`src/rtl/qmux_sequencer.sv`:
```
// qmux_sequencer: replays a loaded Q-opcode program onto the DataQMUX Q select.
// Optional feature: define QSEQ_LOOP_EN to let loop_i wrap the program back to entry 0.
module qmux_sequencer #(
  parameter int DEPTH = 8,
  parameter int AW    = 3,
  parameter int RPT_W = 2
) (
  input  logic             clk,
  input  logic             rst_n,
  input  logic             wr_en,
  input  logic [AW-1:0]    wr_addr,
  input  logic [3:0]       wr_op,
  input  logic [RPT_W-1:0] wr_rpt,
  input  logic             start,
  input  logic             abort,
  input  logic             loop_i,
  output logic [3:0]       q,
  output logic             busy,
  output logic             done,
  output logic [AW-1:0]    pc
);
  typedef enum logic [1:0] {IDLE, RUN, DONE} state_t;
  localparam logic [3:0] HALT = 4'b1111;
  localparam logic [3:0] NOP  = 4'b0000;
  state_t           state_q, state_d;
  logic [3:0]       q_q, q_d;
  logic [AW-1:0]    pc_q, pc_d;
  logic [RPT_W-1:0] rpt_q, rpt_d;
  logic             done_q, done_d;
  logic [RPT_W+3:0] mem [DEPTH];
  logic [3:0]       e_op;
  logic [RPT_W-1:0] e_rpt;
  logic             wrap, last, at_end;
  assign {e_op, e_rpt} = mem[pc_q];
  assign last   = rpt_q == e_rpt;
  assign at_end = pc_q == AW'(DEPTH - 1);
`ifdef QSEQ_LOOP_EN
  assign wrap = loop_i;
`else
  logic unused_loop;
  assign unused_loop = loop_i;
  assign wrap = 1'b0;
`endif
  assign q    = q_q;
  assign busy = state_q == RUN;
  assign done = done_q;
  assign pc   = pc_q;
  // Program store: only writable while not executing, so a running program cannot be altered.
  always_ff @(posedge clk) begin
    if (wr_en && state_q != RUN) mem[wr_addr] <= {wr_op, wr_rpt};
  end
  // Sequencer state registers.
  always_ff @(posedge clk or negedge rst_n) begin
    if (!rst_n) begin
      state_q <= IDLE;
      q_q     <= NOP;
      pc_q    <= '0;
      rpt_q   <= '0;
      done_q  <= 1'b0;
    end else begin
      state_q <= state_d;
      q_q     <= q_d;
      pc_q    <= pc_d;
      rpt_q   <= rpt_d;
      done_q  <= done_d;
    end
  end
  // Next state: abort wins, then RUN issue/advance, then start from IDLE/DONE.
  always_comb begin
    state_d = state_q;
    q_d     = q_q;
    pc_d    = pc_q;
    rpt_d   = rpt_q;
    done_d  = 1'b0;
    if (abort) begin
      state_d = IDLE;
      if (state_q == RUN) begin
        q_d   = NOP;
        pc_d  = '0;
        rpt_d = '0;
      end
    end else if (state_q == RUN) begin
      if (e_op == HALT) begin
        q_d = NOP;
        if (wrap) begin
          pc_d  = '0;
          rpt_d = '0;
        end else begin
          state_d = DONE;
          done_d  = 1'b1;
        end
      end else begin
        q_d = e_op;
        if (!last) begin
          rpt_d = rpt_q + 1'b1;
        end else begin
          rpt_d = '0;
          if (!at_end) begin
            pc_d = pc_q + 1'b1;
          end else if (wrap) begin
            pc_d = '0;
          end else begin
            state_d = DONE;
            done_d  = 1'b1;
          end
        end
      end
    end else if (start) begin
      state_d = RUN;
      pc_d    = '0;
      rpt_d   = '0;
    end else if (state_q == DONE) begin
      q_d = NOP;
    end
  end
endmodule
```
`config.mk`:
```
export PLATFORM = sky130hd
export DESIGN_NAME = qmux_sequencer
export DESIGN_NICKNAME = d
export VERILOG_FILES = /design/src/rtl/qmux_sequencer.sv
export SDC_FILE = /design/constraint.sdc
export NUM_CORES = 1
export LEC_CHECK = 0
export BUFFER_PORTS_ARGS = -buffer_cell sky130_fd_sc_hd__buf_2
export CAP_MARGIN = 20
export CORE_MARGIN = 1
export CORE_UTILIZATION = 46
export CTS_CLUSTER_SIZE = 40
export DETAILED_ROUTE_END_ITERATION = 7
export GPL_ROUTABILITY_DRIVEN = 0
export HOLD_SLACK_MARGIN = 0.03
export PLACE_DENSITY = 0.74
export SYNTH_ARGS = -nofsm -noshare
export SYNTH_HDL_FRONTEND = slang
export SYNTH_SLANG_ARGS = --single-unit
```
`constraint.sdc`:
```
create_clock -name clk -period 2.35 [get_ports clk]
set_clock_uncertainty 0.15 [all_clocks]
set_input_delay 0.3525 -clock clk [delete_from_list [all_inputs] [get_ports clk]]
set_output_delay 0.3525 -clock clk [all_outputs]
set_load 0.05 [all_outputs]
```
==> run_results.csv <==
group,metric,value,unit
run_status,status,"finished clean",
die,die_area,0.00582,sq mm
grt,grt_pass1_vias,1545,
clocking,cts_made_buffers,9,
power_and_ir_drop,p_leak,1.13,nW
synth,yosys.area_share.adder,1.48,%
power_and_ir_drop,swShare,29.8,%
synth,yosysSeqAreaShare,68.6,%
timing,setup_viol,0,
critical_path,slowest_stage,"mux4_2",
finish,final_common_cell,"edfxtp_1",
synth,ys_types,38,
place,port_buffers,22,
detailed_routing,first_iter_violations,79,
detailed_routing,wl_per_cell,17.7,microns
detailed_routing,antenna_left,0,
synth,synth_area,0.00254,sq mm
timing,timing.final.ws_setup,0.0807,ns
timing,fmax,0.441,GHz
clocking,cts_tree,"done",
critical_path,required,2.42,ns
synth,syn_nets,163,
place,dpl.hpwl,3120,microns
detailed_routing,dr_total_vias,1475,
die,die_y,76.3,microns
clocking,insertion_delay,0.33,ns
clocking,h-tree-depth,3,
grt,grt_max_degree,16,
hold_path,hold_path.startpoint,"wr_rpt[1]",
finish,mostFrequentLayoutCells,"edfxtp_1 (48), buf_2 (22), buf_4 (13)",
finish,n_antenna_cell,0,
synth,yosysTopAreaCellShare,56.7,%
timing,relSlewSlack,60.9,%
place,dpl_cell_area,0.00280,sq mm
timing,layout_min_cycle_time,2.27,ns
synth,yosys.area_share.simple,6.85,%
clocking,clock-sinks,60,
power_and_ir_drop,power.internal,1.95,mW
power_and_ir_drop,p_seq_share,45.5,%
clocking,cts_buffer_depth,2,
synth,synth_largest_area_cell,"edfxtp_1",
timing,worst_slew_pin_slew,0.582,ns
synth,synth.area.top_cells,"edfxtp_1 (57%), dfrtp_1 (12%), mux4_1 (8.3%), mux4_2 (3.5%), mux2i_1 (2.0%)",
finish,layout.nets,208,
critical_path,critPathKind,"register to register",
critical_path,cp-startpoint,"pc[0]",
grt,grt_usage,17.5,%
synth,synth_xor_area_share,0.985,%
critical_path,end_kind,"register",
timing,finalCritPeriodShare,96.6,%
hold_path,hp-class,"primary input to register",
synth,synth_edf_count,48,
power_and_ir_drop,clockPowerShare,31.9,%
grt,gr-total-overflow,0,
critical_path,critPathMaxStageDelay,0.53,ns
synth,synthMuxAreaShare,15.1,%
critical_path,path_cells,"buf_6 -> mux4_2 -> mux2i_4 -> xor2_2 -> nand4_1 -> a32o_1",
timing,hold_viol,0,
detailed_routing,wirelength,4700,microns
grt,antenna_found_initial,0,
synth,synthCells,145,
synth,async_reset_ff_share,20.0,%
synth,synth_ff_type,"edfxtp_1",
power_and_ir_drop,power_switching,0.826,mW
detailed_routing,drc_errors,0,
finish,syn_to_final_growth,21.5,%
die,ios,24,
synth,synth-seq-cells,60,
die,core-area,0.00520,sq mm
timing,drv_slew,0,
die,die_x,76.3,microns
detailed_routing,first_pass_iters,4,
place,post-place-ws,-0.0766,ns
run,maxCapViolations,0,
synth,synth_top_family_by_area,"multiplexers",
synth,yosysWarnings,0,
die,rows,26,
critical_path,cp.arrival,2.34,ns
finish,final_area,0.00309,sq mm
power_and_ir_drop,irDropWorstVdd,561,uV
power_and_ir_drop,powerDensity,900,mW/mm^2
clocking,cts-root-buf,"clkbuf_8",
synth,synth_compound_area_share,5.17,%
power_and_ir_drop,combPwrFrac,22.7,%
finish,drive_above_1_share,38.5,%
grt,grt_pass1_wl,7350,microns
critical_path,cp-start-kind,"register",
synth,syn_area_per_cell,17.5,sq um
detailed_routing,drt-vias-per-instance,5.57,
critical_path,path_max_fanout,5,
critical_path,timing.rr.start,"pc[0]",
clocking,cts.reportedPaths.clkPinSlew,0.07,ns
die,start_util,48.8,%
## registers in the layout, summed over array words and instances (netlist names)
register and count:
done 1, mem 48, pc 3, q 4, rpt_q 2, state_q 2
## final cells by class
cell class | count | area (sq um)
fill | 396 | 2120
sequential | 60 | 1750
multi-input combinational | 77 | 797
timing repair buffer | 38 | 249
clock buffer | 9 | 124
tap | 70 | 87.6
clock inverter | 7 | 67.6
inverter | 4 | 15.0
## cell families (layout without fill, tap and decap cells)
kind of cell,Yosys count,count (layout)
DFF,60,60
and+or+nand+nor,34,34
AOI/OAI and AO/OA,19,19
muxes,19,19
buffers and inverters,8,58
adders and majority gates,3,3
xor gates and xnor gates,2,2
## routing by layer
layer	track usage, %	routed length (microns)	vias to the layer above
met4	10.6	114	0
met3	4.07	237	11
li1	-	-	674
met2	29.2	2390	44
met5	0	0	-
met1	20.7	1960	746
## critical path: cells and delay by family, from the launching register on
kind            cells  cell delay [ns]
simple gates        1             0.19
flops               1             0.40
xor+xnor            1             0.25
compound gates      1             0.29
buf+inv             1             0.15
mux                 2             0.73
## power by group through the flow
stage          registers, mW  logic [mW]  clock network, mW
3_3_place_gp            1.29       0.504                  0
2_1_floorplan           1.39       0.296                  0
3_5_place_dp            1.30       0.523                  0
6_report                1.26       0.630              0.885
4_1_cts                 1.26       0.580              0.907
5_1_grt                 1.27       0.672              0.942
## synth_stat cells (all sizes together) (2+ instances only)
library cell,number
a21oi,3
nor4,3
mux4,12
inv,4
ha,3
nor2,8
nand2,9
edfxtp,48
mux2i,6
o21ai,6
dfrtp,12
a32o,2
buf,3
nor3,6
## through the flow
stage / std cells / util, % / power, mW / TNS, ns / hold slack (ns)
floorplan: 145 / - / 1.69 / 0 / -0.0931
global placement: 244 / 53.8 / 1.80 / 0 / 0.0838
detailed placement: 244 / 53.8 / 1.83 / -0.217 / 0.0968
CTS: 263 / 58.1 / 2.75 / 0 / 0.120
global route: 265 / 59.3 / 2.88 / -0.0164 / 0.143
finish: 265 / 59.3 / 2.78 / 0 / 0.132
## timing repair
item	4_1_cts	5_1_grt
resized for setup	1	13
hold buffers	1	0
endpoints found under the hold margin	12	0
gates cloned	0	0
setup buffers	2	2
pin swaps	0	2
endpoints found under the setup margin	6	7
## path summary, 6_finish.rpt
kind / end / slack (ns) / depth (start not counted)
min in group asynchronous: q[2] / 0.27 / 2
worst max register to register: pc[1] / 0.08 / 6
worst max-delay path: pc[1] / 0.08 / 6
max in group asynchronous: pc[0] / 1.54 / 2
worst min-delay path: mem[4][1] / 0.13 / 1
worst min register to register: q[2] / 0.35 / 2
(Power assumes the default switching activity.)
